## config.mk

```make
export PLATFORM = sky130hd
export DESIGN_NAME = stream_credit_tx_flat
export DESIGN_NICKNAME = d
export VERILOG_FILES = /design/src/rtl/stream_credit_pkg.sv /design/src/rtl/stream_credit_tx_if.sv /design/src/rtl/stream_skid2.sv /design/src/rtl/stream_credit_tx.sv /design/src/flat_wrapper.sv
export SDC_FILE = /design/constraint.sdc
export NUM_CORES = 1
export LEC_CHECK = 0
export BUFFER_PORTS_ARGS = -buffer_cell sky130_fd_sc_hd__buf_2
export CAP_MARGIN = 20
export CELL_PAD_IN_SITES_DETAIL_PLACEMENT = 0
export CELL_PAD_IN_SITES_GLOBAL_PLACEMENT = 1
export CORE_MARGIN = 10
export CORE_UTILIZATION = 45
export DETAILED_ROUTE_END_ITERATION = 8
export PLACE_DENSITY_LB_ADDON = 0.25
export SETUP_SLACK_MARGIN = 0.15
export SKIP_CTS_REPAIR_TIMING = 1
export SYNTH_ARGS = -nofsm -noshare
export SYNTH_HDL_FRONTEND = slang
export SYNTH_HIERARCHICAL = 1
export SYNTH_SLANG_ARGS = --single-unit
export TNS_END_PERCENT = 50
```

## constraint.sdc

```tcl
create_clock -name ap_clk -period 4.4 [get_ports ap_clk]
set_clock_uncertainty 0.2 [all_clocks]
set_input_delay 0.88 -clock ap_clk [delete_from_list [all_inputs] [get_ports ap_clk]]
set_output_delay 0.88 -clock ap_clk [all_outputs]
set_load 0.02 [all_outputs]
```

## src/rtl/stream_credit_pkg.sv

```systemverilog
// Shared types and constants for the credit-based stream transmitter.
// Contents: skid-buffer occupancy enum, credit-width helper, stall counter width.
package stream_credit_pkg;

    // Skid buffer fill level
    typedef enum logic [1:0] {
        EMPTY = 2'd0,
        ONE   = 2'd1,
        FULL  = 2'd2
    } occ_e;

    localparam int unsigned STALL_W = 32;

    // Width needed to hold a credit value in 0..depth inclusive
    function automatic int unsigned credit_w(input int unsigned depth);
        return $clog2(depth + 1);
    endfunction

endpackage

```

## src/rtl/stream_credit_tx_if.sv

```systemverilog
// Handshake/bus bundle for stream_credit_tx.
// Upstream stream (in0_V_V_*), valid-only link (out_V_V_*), credit return path,
// credit status and, when STREAM_CREDIT_TX_STATS_EN is defined, stall_cycles.
// slave: the transmitter's view.  master: the environment's view.
interface stream_credit_tx_if
    import stream_credit_pkg::*;
#(
    parameter int unsigned WIDTH = 8,
    parameter int unsigned CW    = 15
);
    logic [WIDTH-1:0] in0_V_V_TDATA;
    logic             in0_V_V_TVALID;
    logic             in0_V_V_TREADY;
    logic [WIDTH-1:0] out_V_V_TDATA;
    logic             out_V_V_TVALID;
    logic             credit_ret;
    logic [CW-1:0]    credits;
    logic             credit_err;
`ifdef STREAM_CREDIT_TX_STATS_EN
    logic [STALL_W-1:0] stall_cycles;
`endif

    modport slave (
        input  in0_V_V_TDATA, in0_V_V_TVALID, credit_ret,
        output in0_V_V_TREADY, out_V_V_TDATA, out_V_V_TVALID, credits, credit_err
`ifdef STREAM_CREDIT_TX_STATS_EN
        , output stall_cycles
`endif
    );

    modport master (
        output in0_V_V_TDATA, in0_V_V_TVALID, credit_ret,
        input  in0_V_V_TREADY, out_V_V_TDATA, out_V_V_TVALID, credits, credit_err
`ifdef STREAM_CREDIT_TX_STATS_EN
        , input stall_cycles
`endif
    );

endinterface

```

## src/rtl/stream_skid2.sv

```systemverilog
// Two-entry FIFO-order skid buffer with registered ready.
// Ports: clk, rst_n (async active-low), in_data_i/in_valid_i/in_ready_o upstream,
// pop_i removes the head, head_o is the oldest entry, occ_o the fill level.
module stream_skid2
    import stream_credit_pkg::*;
#(
    parameter int unsigned WIDTH = 8
) (
    input  logic             clk,
    input  logic             rst_n,
    input  logic [WIDTH-1:0] in_data_i,
    input  logic             in_valid_i,
    output logic             in_ready_o,
    input  logic             pop_i,
    output logic [WIDTH-1:0] head_o,
    output occ_e             occ_o
);

    occ_e             occ_q;
    logic             ready_q;
    logic [WIDTH-1:0] mem0_q;
    logic [WIDTH-1:0] mem1_q;
    logic             acc_c;

    assign acc_c = in_valid_i && ready_q;

    // Occupancy FSM; ready tracks whether the next occupancy is below FULL
    always_ff @(posedge clk or negedge rst_n) begin
        if (!rst_n) begin
            occ_q   <= EMPTY;
            ready_q <= 1'b0;
            mem0_q  <= '0;
            mem1_q  <= '0;
        end else begin
            ready_q <= 1'b1;
            case (occ_q)
                EMPTY: begin
                    if (acc_c) begin
                        mem0_q <= in_data_i;
                        occ_q  <= ONE;
                    end
                end
                ONE: begin
                    case ({acc_c, pop_i})
                        2'b10: begin
                            mem1_q  <= in_data_i;
                            occ_q   <= FULL;
                            ready_q <= 1'b0;
                        end
                        2'b01:   occ_q  <= EMPTY;
                        2'b11:   mem0_q <= in_data_i;
                        default: ;
                    endcase
                end
                FULL: begin
                    // ready is low here, so only a pop can occur
                    if (pop_i) begin
                        mem0_q <= mem1_q;
                        occ_q  <= ONE;
                    end else begin
                        ready_q <= 1'b0;
                    end
                end
                default: occ_q <= EMPTY;
            endcase
        end
    end

    assign in_ready_o = ready_q;
    assign head_o     = mem0_q;
    assign occ_o      = occ_q;

endmodule

```

## src/rtl/stream_credit_tx.sv

```systemverilog
// Credit-based stream transmitter: forwards beats as valid-only pulses while
// the remote FIFO has free space, tracked by a credit counter.
// Ports: ap_clk, ap_rst_n (async active-low), bus (stream_credit_tx_if.slave).
// Optional feature macro: STREAM_CREDIT_TX_STATS_EN adds bus.stall_cycles.
module stream_credit_tx
    import stream_credit_pkg::*;
#(
    parameter int unsigned DEPTH = 16384,
    parameter int unsigned WIDTH = 8,
    parameter int unsigned CW    = credit_w(DEPTH)
) (
    input  logic              ap_clk,
    input  logic              ap_rst_n,
    stream_credit_tx_if.slave bus
);

    localparam logic [CW-1:0] CRED_MAX = CW'(DEPTH);

    logic [WIDTH-1:0] head;
    occ_e             occ;
    logic             send_c;
    logic [CW-1:0]    credits_q, credits_d;
    logic             err_q, err_d;
    logic             out_valid_q;
    logic [WIDTH-1:0] out_data_q;

    stream_skid2 #(.WIDTH(WIDTH)) u_skid (
        .clk        (ap_clk),
        .rst_n      (ap_rst_n),
        .in_data_i  (bus.in0_V_V_TDATA),
        .in_valid_i (bus.in0_V_V_TVALID),
        .in_ready_o (bus.in0_V_V_TREADY),
        .pop_i      (send_c),
        .head_o     (head),
        .occ_o      (occ)
    );

    // Registered occupancy means a beat accepted this cycle cannot leave this cycle
    assign send_c = (occ != EMPTY) && (credits_q != '0);

    // Credit update; a return while already full saturates and flags the error
    always_comb begin
        credits_d = credits_q;
        err_d     = err_q;
        case ({send_c, bus.credit_ret})
            2'b10: credits_d = credits_q - CW'(1);
            2'b01: begin
                if (credits_q == CRED_MAX) begin
                    err_d = 1'b1;
                end else begin
                    credits_d = credits_q + CW'(1);
                end
            end
            default: ;
        endcase
    end

    always_ff @(posedge ap_clk or negedge ap_rst_n) begin
        if (!ap_rst_n) begin
            credits_q   <= CRED_MAX;
            err_q       <= 1'b0;
            out_valid_q <= 1'b0;
            out_data_q  <= '0;
        end else begin
            credits_q   <= credits_d;
            err_q       <= err_d;
            out_valid_q <= send_c;
            if (send_c) begin
                out_data_q <= head;
            end
        end
    end

    assign bus.out_V_V_TVALID = out_valid_q;
    assign bus.out_V_V_TDATA  = out_data_q;
    assign bus.credits        = credits_q;
    assign bus.credit_err     = err_q;

`ifdef STREAM_CREDIT_TX_STATS_EN
    logic [STALL_W-1:0] stall_q;

    // Count cycles where data waits for credit; saturating
    always_ff @(posedge ap_clk or negedge ap_rst_n) begin
        if (!ap_rst_n) begin
            stall_q <= '0;
        end else if ((occ != EMPTY) && (credits_q == '0) && (stall_q != '1)) begin
            stall_q <= stall_q + STALL_W'(1);
        end
    end

    assign bus.stall_cycles = stall_q;
`endif

endmodule

```

## src/flat_wrapper.sv

```systemverilog
// flat-port wrapper written by rule: the top's interface ports become plain ports
module stream_credit_tx_flat import stream_credit_pkg::*;
#(
    parameter int unsigned DEPTH = 16384,
    parameter int unsigned WIDTH = 8,
    parameter int unsigned CW    = credit_w(DEPTH)
)
  (ap_clk, ap_rst_n, bus_in0_V_V_TDATA, bus_in0_V_V_TVALID, bus_credit_ret, bus_in0_V_V_TREADY, bus_out_V_V_TDATA, bus_out_V_V_TVALID, bus_credits, bus_credit_err);
  stream_credit_tx_if #(.WIDTH(WIDTH), .CW(CW)) bus_i ();
  input  logic ap_clk;
  input  logic ap_rst_n;
  input wire logic [$bits(bus_i.in0_V_V_TDATA)-1:0] bus_in0_V_V_TDATA;
  input wire logic [$bits(bus_i.in0_V_V_TVALID)-1:0] bus_in0_V_V_TVALID;
  input wire logic [$bits(bus_i.credit_ret)-1:0] bus_credit_ret;
  output wire logic [$bits(bus_i.in0_V_V_TREADY)-1:0] bus_in0_V_V_TREADY;
  output wire logic [$bits(bus_i.out_V_V_TDATA)-1:0] bus_out_V_V_TDATA;
  output wire logic [$bits(bus_i.out_V_V_TVALID)-1:0] bus_out_V_V_TVALID;
  output wire logic [$bits(bus_i.credits)-1:0] bus_credits;
  output wire logic [$bits(bus_i.credit_err)-1:0] bus_credit_err;
  assign bus_i.in0_V_V_TDATA = bus_in0_V_V_TDATA;
  assign bus_i.in0_V_V_TVALID = bus_in0_V_V_TVALID;
  assign bus_i.credit_ret = bus_credit_ret;
  assign bus_in0_V_V_TREADY = bus_i.in0_V_V_TREADY;
  assign bus_out_V_V_TDATA = bus_i.out_V_V_TDATA;
  assign bus_out_V_V_TVALID = bus_i.out_V_V_TVALID;
  assign bus_credits = bus_i.credits;
  assign bus_credit_err = bus_i.credit_err;
  stream_credit_tx #(.DEPTH(DEPTH), .WIDTH(WIDTH), .CW(CW)) u_core (.ap_clk(ap_clk), .ap_rst_n(ap_rst_n), .bus(bus_i));
endmodule
```

==> results of run 1 <==
[routing by layer]
layer | wire [um] | vias to the layer above | share of wire (%)
met5 | 0 | - | 0
met4 | 52 | 0 | 0.88
met3 | 353 | 7 | 6.0
met2 | 2660 | 53 | 45
met1 | 2860 | 960 | 48
li1 | - | 1024 | -
[worst max path at each step]
stage                                                  start                                  to  slack (ps)
final                      u_core/bus.credits[2]$_DFFE_PN0P_  u_core/bus.credits[12]$_DFFE_PN0P_         920
after global routing       u_core/bus.credits[2]$_DFFE_PN0P_  u_core/bus.credits[12]$_DFFE_PN0P_         670
after CTS                  u_core/bus.credits[2]$_DFFE_PN0P_  u_core/bus.credits[12]$_DFFE_PN0P_         930
after detailed placement   u_core/bus.credits[2]$_DFFE_PN0P_  u_core/bus.credits[12]$_DFFE_PN0P_         940
after global placement     u_core/bus.credits[2]$_DFFE_PN0P_  u_core/bus.credits[12]$_DFFE_PN0P_        1020
after floorplan           u_core/bus.credits[10]$_DFFE_PN0P_  u_core/bus.credits[12]$_DFFE_PN0P_        1080
[power breakdown]
group / internal (mW) / switching (mW) / total [mW]
clock: 0.224 / 0.144 / 0.367
combinational: 0.770 / 1.00 / 1.78
sequential: 0.619 / 0.166 / 0.785
total: 1.61 / 1.31 / 2.93
[metrics by stage]
step,total power [mW],hold slack (ps)
6_report,2.93,270
3_3_place_gp,2.56,242
2_1_floorplan,2.16,239
3_5_place_dp,2.57,249
4_1_cts,2.95,273
5_1_grt,3.19,278
[cell usage in the layout, fill, tap and decap left out, types with 2 or more instances in the layout]
cell / instances
nand2b_1: 2
a21oi_1: 22
nor4_2: 3
nor3_1: 3
bufinv_16: 2
a31oi_1: 4
ha_1: 17
mux2_4: 8
xnor2_1: 8
and3_1: 3
nand3_1: 3
nor2_1: 23
o211ai_1: 3
o22a_1: 2
nand2_1: 35
dfrtp_1: 43
mux2_2: 17
xor2_1: 3
a221oi_1: 2
clkbuf_8: 5
inv_1: 10
buf_2: 37
a22o_1: 2
o21ai_0: 8
a22oi_1: 2
a21o_1: 4
or3_1: 4
[cells by family (layout without fill, tap and decap cells)]
| family | after synthesis | in the layout | share of synthesized area (%) |
|---|---|---|---|
| adders and majority gates | 18 | 18 | 8.72 |
| muxes | 26 | 26 | 12.0 |
| and+or+nand+nor | 82 | 82 | 14.5 |
| xor gates and xnor gates | 11 | 11 | 3.61 |
| AOI/OAI and AO/OA | 63 | 63 | 16.6 |
| DFF | 44 | 44 | 41.3 |
| buffers and inverters | 17 | 58 | 3.23 |
[state kept, by name (all words and copies together) (netlist names)]
signal / count
u_core/u_skid/occ_o: 2
u_core/u_skid/in_ready_o: 1
u_core/bus.out_V_V_TDATA: 8
u_core/u_skid/head_o: 8
u_core/bus.credits: 15
u_core/u_skid/mem1_q: 8
u_core/bus.out_V_V_TVALID: 1
u_core/bus.credit_err: 1
[area by class of cell]
class                           instances  area share, %
Tap cell                               72           2.94
Inverter                               12           1.63
Clock buffer                            5           2.25
Clock inverter                          2           1.96
Sequential cell                        44           36.0
Multi-Input combinational cell        200           48.3
Timing Repair Buffer                   39           6.94
==> results.json, run 1 <==
{
  "outcome": "finished clean",
  "synth.top_cell.area_share_pct": 40.3,
  "root_buffer": "clkbuf_8",
  "final_area_mm2": 0.00306,
  "antenna_found_initial": 0,
  "grt-ovfl-total": 0,
  "place_area_mm2": 0.00292,
  "met1_usage_pct": 17.4,
  "drt_iter0_markers": 104,
  "post_layout_nonfiller_instances": 374,
  "multi_input_area_mm2": 0.00148,
  "clk_pin_slew_ps": 90,
  "ys_ff_latch": 44,
  "timing.max_cap.violations": 0,
  "start_util_pct": 47.3,
  "synthCells": 261,
  "path_delay_family": "simple AND/OR/NAND/NOR gates",
  "hpwl_mm": 4.38,
  "drtPass1Iterations": 4,
  "track_usage_pct": 12.6,
  "synth.most_common_cell": "dfrtp_1",
  "yosys-top-cells-count": "43 x dfrtp_1, 35 x nand2_1, 23 x nor2_1",
  "synth_flop_cell": "dfrtp_1",
  "ioPinCount": 38,
  "r2r_slack_ps": 920,
  "layout_min_cycle_time_ps": 3480,
  "rsz0062_at_grt": "no",
  "cellPowerDensity_mw_per_mm2": 955,
  "grt_pass1_vias": 1981,
  "synth_edf_count": 0,
  "syn_nets": 291,
  "clkSinkCount": 44,
  "hold_class": "in2async",
  "preCtsSetupSlack_ps": 938,
  "drive_gt1_share_pct": 26.5,
  "power_leakage_nw": 1.46,
  "arrival_ps": 3480,
  "cts_buffer_depth": 2,
  "tightest_slew_ps": 830,
  "diodes": 0,
  "die_y_um": 97.0,
  "numCtsBuffers": 5,
  "route.vias.total": 2044,
  "wl_mm": 5.92,
  "r2r_end": "u_core/bus.credits[12]$_DFFE_PN0P_",
  "core_area_mm2": 0.00564,
  "insertion_delay_ps": 300,
  "critPathKind": "reg2reg",
  "critPathSlowestCell": "o41ai_4",
  "reg2regPathDepth": 11,
  "ant_nets": 0,
  "slew_headroom_pct": 44.5,
  "areaGrowthSynthToFinish_pct": 14.8,
  "synth.area.top_cells": "dfrtp_1 40%, ha_1 8.0%, mux2_2 7.2%, nand2_1 4.9%, mux2_4 4.5%",
  "critPathMaxStageDelay_ps": 450,
  "post-place-cells": 366,
  "grt_max_degree": 45,
  "min_period_over_period_pct": 79.1,
  "report.final.slew_viol_count": 0,
  "fillers": 511,
  "htree_levels": 2,
  "cp.depth": 11,
  "cp_common_cell": "a21oi_1",
  "fmax_ghz": 0.287,
  "async_flop_share_pct": 100,
  "finalSetupTns_ps": 0,
  "grtUsageMet2_pct": 18.8,
  "crit_chain": "nor4_2 > and4_1 > or2_1 > nand2_4 > ha_1 > o211ai_1 > a21oi_1 > o41ai_4 > a21oi_1 > or3_1 > a31o_1",
  "layout.nets": 332,
  "endpoint_kind": "flop",
  "cts_tree": "yes",
  "finalHoldViolCount": 0,
  "ys_seq_area_share_pct": 41.3,
  "drc_errors": 0,
  "setup_viol": 0,
  "crit_buf_inv": 0,
  "register_area_mm2": 0.00110,
  "rows": 27,
  "wl_per_cell_um": 15.8,
  "io_buffers": 37,
  "met3_usage_pct": 3.41,
  "busiest_layer": "met2",
  "irDropWorstVdd_mv": 0.395,
  "ys_types": 52,
  "fin_ws_ps": 921,
  "routed_via_density": 5.47,
  "place_congestion": 0.787,
  "die_width_um": 97.0,
  "cp_max_fo": 15,
  "synth_area_mm2": 0.00267,
  "grt_first_pass_wirelength_mm": 9.95,
  "die_area_mm2": 0.00941,
  "avgSynthCellArea_um2": 10.2,
  "ys.warnings.count": 6,
  "synth_top_area_cell": "dfrtp_1",
  "crit_path_start_kind": "flop",
  "utilization_pct": 54.3,
  "worstPathRequired_ps": 4400,
  "r2r_start": "u_core/bus.credits[2]$_DFFE_PN0P_"
}
(Power assumes the default switching activity.)
==> run 2, diff against run 1 <==
Settings changed: CORE_UTILIZATION 45 to 40.
Clock period 4.4 ns to 2.96 ns, I/O delays scaled along.
==> run 2 against run 1 <==
Against the previous run:
- the flow now finishes with violations (negative setup slack)
- sequential cell count unchanged
- register-to-register slack worse by 1100 ps
- sequential power up 44%
- count of clock-buffer cells in the layout unchanged
- clock power up 29%
- cell count up 19%
- critical path type unchanged
- critical endpoint is now u_core/bus.credits[14]$_DFFE_PN1P_
- largest power group unchanged
- first-iteration DRC count down 20%
- critical path depth up 1
- core utilization up 4.2 points
==> results.json, run 2 (synthesis gave the netlist of run 1 again) <==
{
  "outcome": "finished with violations",
  "failed_checks": "negative setup slack",
  "largest_reg_flops": 15,
  "r2r_slack_ps": -220,
  "r2r_start": "u_core/bus.credits[5]$_DFFE_PN0P_",
  "ioPinCount": 38,
  "areaGrowthSynthToFinish_pct": 40.7,
  "io_buffers": 37,
  "timing.max_cap.violations": 0,
  "rows": 29,
  "antenna_found_initial": 0,
  "irDropWorstVdd_mv": 0.569,
  "busiest_layer": "met2",
  "hold_class": "in2async",
  "layout.nets": 398,
  "cp_max_fo": 7,
  "slew_headroom_pct": 52.9,
  "htree_levels": 2,
  "cellPowerDensity_mw_per_mm2": 1460,
  "grtUsageMet2_pct": 22.4,
  "ant_nets": 0,
  "worstPathRequired_ps": 3010,
  "insertion_delay_ps": 300,
  "power_leakage_nw": 1.80,
  "min_period_over_period_pct": 107,
  "crit_buf_inv": 1,
  "diodes": 0,
  "drive_gt1_share_pct": 46.3,
  "post_layout_nonfiller_instances": 446,
  "routed_via_density": 5.24,
  "reg2regPathDepth": 12,
  "finalSetupTns_ps": -818,
  "fin_ws_ps": -216,
  "tightest_slew_ps": 706,
  "rsz0062_at_grt": "yes",
  "crit_path_start_kind": "flop",
  "critPathKind": "reg2reg",
  "critPathSlowestCell": "dfrtp_1",
  "track_usage_pct": 13.4,
  "wl_mm": 7.16,
  "die_width_um": 102,
  "numCtsBuffers": 5,
  "cp_common_cell": "nand2_1",
  "core_area_mm2": 0.00642,
  "r2r_end": "u_core/bus.credits[14]$_DFFE_PN1P_",
  "hpwl_mm": 5.31,
  "place_area_mm2": 0.00341,
  "die_y_um": 102,
  "report.final.slew_viol_count": 0,
  "grt-ovfl-total": 0,
  "final_common_cell": "buf_4",
  "clk_pin_slew_ps": 90,
  "layout_min_cycle_time_ps": 3180,
  "drc_errors": 0,
  "drt_iter0_markers": 83,
  "die_area_mm2": 0.0103,
  "start_util_pct": 41.6,
  "finalHoldViolCount": 0,
  "wl_per_cell_um": 16.1,
  "route.vias.total": 2336,
  "drtPass1Iterations": 4,
  "arrival_ps": 3230,
  "met1_usage_pct": 16.7,
  "mostFrequentLayoutCells": "62 x buf_4, 38 x dfrtp_1, 37 x buf_2",
  "path_delay_family": "simple AND/OR/NAND/NOR gates",
  "root_buffer": "clkbuf_8",
  "endpoint_kind": "flop",
  "preCtsSetupSlack_ps": -322,
  "grt_first_pass_wirelength_mm": 11.0,
  "cts_buffer_depth": 2,
  "grt_max_degree": 32,
  "cts_tree": "yes",
  "crit_chain": "nor4_4 > and4_1 > or2_4 > nand2_8 > buf_6 > ha_1 > nand2_1 > a311oi_2 > nand2_1 > a211oi_2 > a41o_1 > a211o_1",
  "fmax_ghz": 0.315,
  "final_area_mm2": 0.00375,
  "clkSinkCount": 44,
  "post-place-cells": 425,
  "critPathMaxStageDelay_ps": 420,
  "setup_viol": 8,
  "place_congestion": 0.838,
  "met3_usage_pct": 3.61,
  "grt_pass1_vias": 2260
}
[run 2: cell count changes in the layout (fill, tap and decap cells not counted), moves of 3 or more]
cell and delta:
a21oi_1 -4, a21oi_2 +3, buf_4 +61, dfrtp_1 -5, dfrtp_2 +5, ha_1 -4
ha_4 +4
[run 2: metrics by stage]
stage          utilization [%]  total power, mW  hold WS, ps
3_3_place_gp              53.1             4.58          244
6_report                  58.5             5.48          125
4_1_cts                   54.9             5.12          150
3_5_place_dp              53.1             4.63          244
5_1_grt                   58.5             5.92          165
2_1_floorplan                -             3.32         96.4
[run 2: report_power, final]
group	switching, mW	total, mW	internal, mW
Clock	0.221	0.475	0.254
Sequential	0.201	1.13	0.925
Combinational	1.95	3.88	1.93
Total	2.37	5.48	3.11
[run 2: worst max-delay path by stage]
stage / endpoint / cells after the start / startpoint
floorplan: u_core/bus.credits[12]$_DFFE_PN0P_ / 12 / u_core/bus.credits[10]$_DFFE_PN0P_
global placement: u_core/bus.credits[14]$_DFFE_PN1P_ / 11 / u_core/bus.credits[2]$_DFFE_PN0P_
detailed placement: u_core/bus.credits[14]$_DFFE_PN1P_ / 11 / u_core/bus.credits[2]$_DFFE_PN0P_
CTS: u_core/bus.credits[14]$_DFFE_PN1P_ / 11 / u_core/bus.credits[2]$_DFFE_PN0P_
global route: u_core/bus.credits[14]$_DFFE_PN1P_ / 12 / u_core/bus.credits[5]$_DFFE_PN0P_
finish: u_core/bus.credits[14]$_DFFE_PN1P_ / 12 / u_core/bus.credits[5]$_DFFE_PN0P_
[run 2: per-layer routing]
metal / wire [um] / up-vias
met5: 0 / -
met1: 3210 / 1137
met3: 333 / 7
met2: 3570 / 37
li1: - / 1155
met4: 53 / 0
[run 2: layout make-up]
class	count	area (um2)
tap	77	96.3
inverter	12	53.8
fill	580	2670
clock inverter	3	46.3
multi-input combinational	201	1650
clock buffer	5	68.8
timing repair buffer	104	728
sequential	44	1110
